**src/rtl/region_pkg.sv**
```systemverilog
// Shared defaults and accumulator seed values for the region bounding-box tracker.
package region_pkg;

    localparam int CW_DEF      = 10;
    localparam int NW_DEF      = 17;
    localparam int H_ACT_DEF   = 480;
    localparam int V_ACT_DEF   = 272;
    localparam int MIN_PIX_DEF = 64;

    // Min accumulators start at all ones so the first foreground pixel always wins;
    // max accumulators start at zero. Users truncate these to their coordinate width.
    localparam logic [31:0] MIN_ACC_INIT = '1;
    localparam logic [31:0] MAX_ACC_INIT = '0;

endpackage

```
**src/rtl/frame_xy_counter.sv**
```systemverilog
// Frame/line edge detection and pixel coordinate counters for the eroded stream.
module frame_xy_counter
    import region_pkg::*;
#(
    parameter int CW     = CW_DEF,
    parameter int H_ACT  = H_ACT_DEF,
    parameter int V_ACT  = V_ACT_DEF,
    parameter int VS_POL = 1
) (
    input  logic          clk,
    input  logic          rst_n,
    input  logic          vs,
    input  logic          de,
    output logic [CW-1:0] x,
    output logic [CW-1:0] y,
    output logic          fs,
    output logic          le
);

    localparam logic VS_LVL = (VS_POL != 0);

    logic vs_act;
    logic vs_act_d;
    logic de_d;

    assign vs_act = (vs == VS_LVL);
    assign fs     = vs_act & ~vs_act_d;
    assign le     = de_d & ~de;

    // Keep one-cycle copies of vsync activity and data enable for edge detection.
    always_ff @(posedge clk or negedge rst_n) begin
        if (!rst_n) begin
            vs_act_d <= 1'b0;
            de_d     <= 1'b0;
        end else begin
            vs_act_d <= vs_act;
            de_d     <= de;
        end
    end

    // Column counter: advance on every enabled pixel, restart at the end of each line.
    always_ff @(posedge clk or negedge rst_n) begin
        if (!rst_n) begin
            x <= '0;
        end else if (le) begin
            x <= '0;
        end else if (de && (x != CW'(H_ACT - 1))) begin
            x <= x + 1'b1;
        end
    end

    // Row counter: advance at each line end, restart at the start of each frame.
    always_ff @(posedge clk or negedge rst_n) begin
        if (!rst_n) begin
            y <= '0;
        end else if (fs) begin
            y <= '0;
        end else if (le && (y != CW'(V_ACT - 1))) begin
            y <= y + 1'b1;
        end
    end

endmodule

```
**src/rtl/region_bbox.sv**
```systemverilog
// Foreground bounding-box tracker with a 1-clk video pass-through and box outline overlay.
module region_bbox
    import region_pkg::*;
#(
    parameter int H_ACT   = H_ACT_DEF,
    parameter int V_ACT   = V_ACT_DEF,
    parameter int CW      = CW_DEF,
    parameter int NW      = NW_DEF,
    parameter int MIN_PIX = MIN_PIX_DEF,
    parameter int VS_POL  = 1
) (
    input  logic          clk,
    input  logic          rst_n,
    input  logic          erode_vs,
    input  logic          erode_hs,
    input  logic          erode_de,
    input  logic          erode_data,
    output logic          bbox_vs,
    output logic          bbox_hs,
    output logic          bbox_de,
    output logic          bbox_data,
    output logic          bbox_edge,
    output logic          box_valid,
    output logic [CW-1:0] box_x_min,
    output logic [CW-1:0] box_x_max,
    output logic [CW-1:0] box_y_min,
    output logic [CW-1:0] box_y_max,
    output logic [NW-1:0] box_count,
    output logic          frame_done
);

    localparam logic [CW-1:0] COORD_MIN_INIT = CW'(MIN_ACC_INIT);
    localparam logic [CW-1:0] COORD_MAX_INIT = CW'(MAX_ACC_INIT);

    logic [CW-1:0] x;
    logic [CW-1:0] y;
    logic          fs;
    logic          le;
    logic          fg;

    logic [CW-1:0] acc_x_min;
    logic [CW-1:0] acc_x_max;
    logic [CW-1:0] acc_y_min;
    logic [CW-1:0] acc_y_max;
    logic [NW-1:0] acc_cnt;

    logic x_on_side;
    logic y_on_side;
    logic x_in_span;
    logic y_in_span;
    logic edge_hit;

    frame_xy_counter #(
        .CW     (CW),
        .H_ACT  (H_ACT),
        .V_ACT  (V_ACT),
        .VS_POL (VS_POL)
    ) u_xy (
        .clk   (clk),
        .rst_n (rst_n),
        .vs    (erode_vs),
        .de    (erode_de),
        .x     (x),
        .y     (y),
        .fs    (fs),
        .le    (le)
    );

    // A pixel arriving in the frame-start cycle belongs to neither frame, so it is dropped.
    assign fg = erode_de & erode_data & ~fs;

    // Grow the running box and count over the frame; reseed at every frame start.
    always_ff @(posedge clk or negedge rst_n) begin
        if (!rst_n) begin
            acc_x_min <= COORD_MIN_INIT;
            acc_x_max <= COORD_MAX_INIT;
            acc_y_min <= COORD_MIN_INIT;
            acc_y_max <= COORD_MAX_INIT;
            acc_cnt   <= '0;
        end else if (fs) begin
            acc_x_min <= COORD_MIN_INIT;
            acc_x_max <= COORD_MAX_INIT;
            acc_y_min <= COORD_MIN_INIT;
            acc_y_max <= COORD_MAX_INIT;
            acc_cnt   <= '0;
        end else if (fg) begin
            if (x < acc_x_min) acc_x_min <= x;
            if (x > acc_x_max) acc_x_max <= x;
            if (y < acc_y_min) acc_y_min <= y;
            if (y > acc_y_max) acc_y_max <= y;
            if (acc_cnt != '1) acc_cnt <= acc_cnt + 1'b1;
        end
    end

    // Latch the finished frame's result at frame start; small blobs keep the old coordinates.
    always_ff @(posedge clk or negedge rst_n) begin
        if (!rst_n) begin
            box_valid  <= 1'b0;
            box_x_min  <= '0;
            box_x_max  <= '0;
            box_y_min  <= '0;
            box_y_max  <= '0;
            box_count  <= '0;
            frame_done <= 1'b0;
        end else begin
            frame_done <= fs;
            if (fs) begin
                box_count <= acc_cnt;
                if (acc_cnt >= NW'(MIN_PIX)) begin
                    box_valid <= 1'b1;
                    box_x_min <= acc_x_min;
                    box_x_max <= acc_x_max;
                    box_y_min <= acc_y_min;
                    box_y_max <= acc_y_max;
                end else begin
                    box_valid <= 1'b0;
                end
            end
        end
    end

    assign x_on_side = (x == box_x_min) | (x == box_x_max);
    assign y_on_side = (y == box_y_min) | (y == box_y_max);
    assign x_in_span = (x >= box_x_min) & (x <= box_x_max);
    assign y_in_span = (y >= box_y_min) & (y <= box_y_max);
    assign edge_hit  = (x_on_side & y_in_span) | (y_on_side & x_in_span);

    // Delay the video stream one clock and mark pixels on the previously latched outline.
    always_ff @(posedge clk or negedge rst_n) begin
        if (!rst_n) begin
            bbox_vs   <= 1'b0;
            bbox_hs   <= 1'b0;
            bbox_de   <= 1'b0;
            bbox_data <= 1'b0;
            bbox_edge <= 1'b0;
        end else begin
            bbox_vs   <= erode_vs;
            bbox_hs   <= erode_hs;
            bbox_de   <= erode_de;
            bbox_data <= erode_data & erode_de;
            bbox_edge <= erode_de & box_valid & edge_hit;
        end
    end

endmodule

```
**config.mk**
```make
export PLATFORM = sky130hd
export DESIGN_NAME = region_bbox
export DESIGN_NICKNAME = d
export VERILOG_FILES = /design/src/rtl/region_pkg.sv /design/src/rtl/frame_xy_counter.sv /design/src/rtl/region_bbox.sv
export SDC_FILE = /design/constraint.sdc
export NUM_CORES = 1
export LEC_CHECK = 0
export CAP_MARGIN = 15
export CORE_MARGIN = 4
export CORE_UTILIZATION = 35
export CTS_CLUSTER_DIAMETER = 200
export DETAILED_ROUTE_END_ITERATION = 6
export PLACE_DENSITY = 0.51
export SLEW_MARGIN = 5
export SYNTH_ARGS = -nofsm -noshare
export SYNTH_HDL_FRONTEND = slang
export SYNTH_SLANG_ARGS = --single-unit
```
**constraint.sdc**
```tcl
create_clock -name clk -period 3.1 [get_ports clk]
set_input_delay 0.465 -clock clk [delete_from_list [all_inputs] [get_ports clk]]
set_output_delay 0.465 -clock clk [all_outputs]
set_load 0.005 [all_outputs]
```
; Word level (Yosys, flattened, before mapping)
; Cells that the tools add are included.
[classes]
addsub = 3
order_cmp = 9
n_eq_ne = 7
n_mux = 20
bitwise = 16
n_reduce_logical = 16
[op_table]
columns = cell, n
row1 = 2-to-1 mux 10 bit, 16
row2 = 2-to-1 mux 17 bit, 3
row3 = == test 10 bit, 4
row4 = adder 10 x 1 -> 10 bit (second input constant), 2
row5 = greater-or-equal comparator 10 bit, 2
row6 = > comparator 10 bit, 2
row7 = less-or-equal comparator 10 bit, 2
row8 = < comparator 10 bit, 2
row9 = inequality test 10 x 9 -> 1 bit (second input constant), 2
row10 = adder 17 x 1 -> 17 bit (second input constant), 1
row11 = greater-or-equal comparator 17 x 7 -> 1 bit (second input constant), 1
row12 = inequality test 17 bit (second input constant), 1
row13 = nonzero test 2 bit, 8
row14 = AND reduction 2 bit, 6
row15 = bitwise AND 1 bit, 10
row16 = NOT 1 bit, 3
row17 = OR 1 bit, 3
row18 = logical AND 1 bit, 2
row19 = 2-to-1 mux 1 bit, 1
[totals]
reg_bits = 141
input_bits = 6
output_inout_bits = 64
wordCells = 90

; Longest topological paths before layout
[depth]
word_depth = 6
depth_mapped = 11
ltp_nobuf = 10

; Hierarchy
; From an unflattened synthesis, not the netlist that was laid out.
[hier_totals]
cells_unflattened = 814
hier_area_um2 = 8172.8
[modules_own_cells]
columns = module, instances, cells_each, area_each_um2, seq_area_each_um2
row1 = region_bbox, 1, 698, 6989.2, 3052.9
row2 = frame_xy_counter, 1, 116, 1183.6, 550.5

; Least setup slack after synthesis
; No wires, ideal clock.
[synth_path]
kind = reg2reg
from = register acc_cnt[6]
to = register acc_cnt[14]
setup_ns = 0.132
t_arrival_ns = 2.141
required_ns = 2.968
path_slack_ns = 0.827
stages_incl_launch_ff = 12
synth_period_minus_slack_ns = 2.273
path_cell_list = dfrtp_1 clkbuf_2 and4_1 and4_1 nand3_1 nor4_1 ha_1 nand3b_4 a211oi_2 and3_1 xnor2_1 nor2_1
[synth_between]
elab_chain_cells = 4
[synth_rtl]
columns = item, line_no
row1 = start: declaration, region_bbox.sv:45  ; logic [NW-1:0] acc_cnt;
row2 = start signal: assignment, region_bbox.sv:91  ; if (acc_cnt != '1) acc_cnt <= acc_cnt + 1'b1;
row3 = adder 17 x 1 -> 17 bit, region_bbox.sv:91
row4 = 2-to-1 mux 17 bit, region_bbox.sv:91
row5 = 2-to-1 mux 17 bit, region_bbox.sv:86  ; end else if (fg) begin
row6 = 2-to-1 mux 17 bit, region_bbox.sv:80  ; end else if (fs) begin
; Several ways; a longest one is shown, not always the timed one. The select of a mux whose other input is x is not followed.
; A chain may end at the register's enable or synchronous reset.

; Final worst setup path
[layout_path]
from = register acc_cnt[6]
to = register acc_cnt[9]
; The elaborated chain is that of the path after synthesis.

==> results.md <==
* Status: finished, final reports clean
* Final Cell Area at 9580 um^2
* Ys Warns at 0
* Number of synthesized flops with an enable pin at 0
* Vias per cell at 5.15
* Area grow syn2layout at 20.6%
* Via count at 6,195
* Avg WL per Cell at 16.7 um
* Critical Path Start: acc_cnt[6]
* Post-synthesis sequential area ratio at 44.7%
* Tot GR Track Use at 17.0%
* Fmax at 405 MHz
* Share of layout cells above drive strength 1 at 9.09%
* RSZ-0062 raised after global routing: no
* Worst-Skew Late Latency at 0.42 ns
* MaxCap Viol Count at 0
* CTS Buffer Depth at 2
* Fin crit period at 2.47 ns
* Initial core utilization at 36.0%
* Layout Skew at 0.00808 ns
* Gpl congestion at 0.819
* FF-to-FF End: acc_cnt[9]
* Hold crit path type: in -> async
* Post-Synth Simple-Gate Area at 14.6%
* Largest family of logic cells by synthesized area: compound AO/OA/AOI/OAI gates
* Mapped Cells at 837
* DP Worst Slack at 0.609 ns
* Core ar. at 22,100 um^2
* Clock transition at path regs at 0.06 ns
* Pwr Total at 0.00550 W
* # resized after CTS at 0
* CTS sink cnt at 141
* Worst hold slack at 0.00597 ns
* R2R depth at 10
* Mapped Area at 7940 um^2
* Post-synthesis cell type count at 52
* Post-CTS Hold Fix Bufs at 0
* Crit path max fanout at 7
* Max_slew headroom at 52.2%
* Final antenna-violating net count at 0
* Synth Area in Compound Gates at 18.2%
* Storage element area at 3550 um^2
* Detailed Route Iter0 Violations at 374
* Worst-Margin Slew at 0.709 ns
* Worst vdd ir at 0.325 mV
* Die height at 159 um
* Crit path kind: reg -> reg
* Worst setup EP type: register
* Area share of fa/ha/maj cells after synthesis at 13.1%
* Global-route wire length before repair at 33,900 um
* Routed wire length at 20,100 um
* Leakage at 4.39 nW
* Max-slew violations at 0
* DRC at 0
* Area contributors post-synth: dfrtp_1, ha_1, dfstp_2, nand2_1, o21ai_0
* CP Data Required Time at 3.40 ns
* Inserted Clock Buffers at 17
* Flop2flop setup slack at 0.63 ns
* RR Startpoint: acc_cnt[6]
* Dominant cell type by area after synthesis: dfrtp_1
* Antenna violations before repair at 0
* Post-synthesis xor/xnor area fraction at 2.43%
* Asr flop ratio synth at 100%
* Input/output buffers at 69
* Cell area after placement at 9040 um^2
* Final Cycle Share at 79.7%
* TritonCTS clock tree: built
* H-tree Lvls at 4
* TritonRoute pass-1 iters at 5
* Root Driver: clkbuf_16
* Multiplexer area fraction after synthesis at 0.819%
* Syn_nets at 926
* Post-DP HPWL at 14,200 um
* Fillers at 2,135
* Die area at 25,200 um^2
* Largest net degree at the start of global routing at 78
* Synth top cells by count: dfrtp_1, nand2_1, inv_1
* Std-Cell Rows at 54
* Pwr dens at 574 nW/um^2
* Final Setup Violations at 0
* Fin Setup TNS at 0 ns
* CP startpoint kind: register
* Fin. Hold Viols at 0
* Syn avg cell area at 9.49 um^2
* Final Net Count at 1,000
* Multi-input logic area at 3920 um^2
* Worst Path Arrival at 2.77 ns
* Synth Flop Type: dfrtp_1
* Count leader, synth: dfrtp_1
* Top Ports at 70
* CP endpoint: acc_cnt[9]
* Number of global-route vias before repair at 6,248
* Die W at 159 um
* Yosys top cell area share at 38.1%
* Gr ovfl total at 0
* Setup ws final at 0.629 ns
* Inserted Diodes at 0
* FF+latch count, synth at 141
* # Post-CTS Setup Buffers at 0
-- where the power goes --
part / internal (W) / total [W] / switching, W
clock: 0.00117 / 0.00193 / 0.000764
sequential: 0.00205 / 0.00222 / 0.000170
combinational: 0.000608 / 0.00134 / 0.000732
-- sequential cells by signal, summed over array words and instances (netlist names) --
| signal | flops |
|---|---|
| bbox_edge | 1 |
| box_valid | 1 |
| frame_done | 1 |
| u_xy.de_d | 1 |
| u_xy.y | 10 |
| box_y_max | 10 |
| box_x_min | 10 |
| acc_y_max | 10 |
| box_x_max | 10 |
| bbox_hs | 1 |
| acc_cnt | 17 |
| bbox_data | 1 |
| box_count | 17 |
| box_y_min | 10 |
| acc_x_max | 10 |
| acc_x_min | 10 |
| u_xy.vs_act_d | 1 |
| acc_y_min | 10 |
| u_xy.x | 10 |
-- routing by layer --
metal / part of all wire [%] / up-vias / wire length [um] / global-route usage (%)
met5: 0 / - / 0 / 0
met4: 1.1 / 0 / 225 / 4.59
met3: 3.7 / 15 / 752 / 3.26
met2: 44 / 112 / 8910 / 25.9
met1: 51 / 2972 / 10200 / 24.8
li1: - / 3096 / - / -
-- stage by stage --
step	utilization, %	cells
after floorplan	-	837
after global placement	40.9	1172
after detailed placement	40.9	1172
after CTS	43.4	1204
after global routing	43.4	1204
final	43.4	1204
-- critical path: stages, from the launching register on --
cell	delay [ns]
dfrtp_1	0.45
and4_1	0.27
and4_1	0.24
nand3_1	0.10
nor4_1	0.06
ha_1	0.19
nand3b_4	0.20
a211oi_2	0.43
nand4_1	0.19
xor2_1	0.18
nor2_1	0.05
-- worst min-delay path by stage --
stage / start / endpoint / slack, ns / cells after the start
6_report: rst_n / bbox_hs / 0.006 / 1
5_1_grt: rst_n / bbox_hs / 0.06 / 1
4_1_cts: rst_n / bbox_hs / 0.03 / 1
3_5_place_dp: box_count[4] / box_count[4] / 0.46 / 2
3_3_place_gp: box_count[3] / box_count[3] / 0.47 / 2
2_1_floorplan: rst_n / acc_cnt[0] / 0.17 / 0
-- cell families after synthesis --
| logic type | after synthesis |
|---|---|
| AO/OA/AOI/OAI | 222 |
| XOR/XNOR | 22 |
| adder cells (fa/ha/maj) | 83 |
| buffers and inverters | 124 |
| flip-flops | 141 |
| multiplexers | 6 |
| AND/OR/NAND/NOR | 239 |
-- layout by cell type (no fill, tap or decap), types with 6 or more instances in the layout --
| cell type | n |
|---|---|
| clkbuf_1 | 10 |
| nand2_1 | 115 |
| o21ai_0 | 74 |
| nand4_1 | 17 |
| and4_1 | 9 |
| xnor2_1 | 10 |
| buf_4 | 17 |
| o211ai_1 | 42 |
| ha_1 | 83 |
| clkdlybuf4s50_1 | 68 |
| nor3_1 | 6 |
| dfstp_2 | 20 |
| xor2_1 | 12 |
| clkbuf_16 | 17 |
| nand3_1 | 29 |
| a21o_1 | 15 |
| a21oi_1 | 48 |
| inv_1 | 89 |
| a211oi_1 | 6 |
| nor2_1 | 33 |
| dfrtp_1 | 121 |
-- final cells by class --
| type | instances | share of cell area, % |
|---|---|---|
| multi-input combinational | 572 | 40.9 |
| clock buffer | 30 | 5.26 |
| clock inverter | 2 | 0.366 |
| sequential | 141 | 37.1 |
| tap | 280 | 3.66 |
| timing repair buffer | 89 | 9.18 |
| inverter | 90 | 3.53 |
No activity file was read; power rests on OpenSTA's default activity.
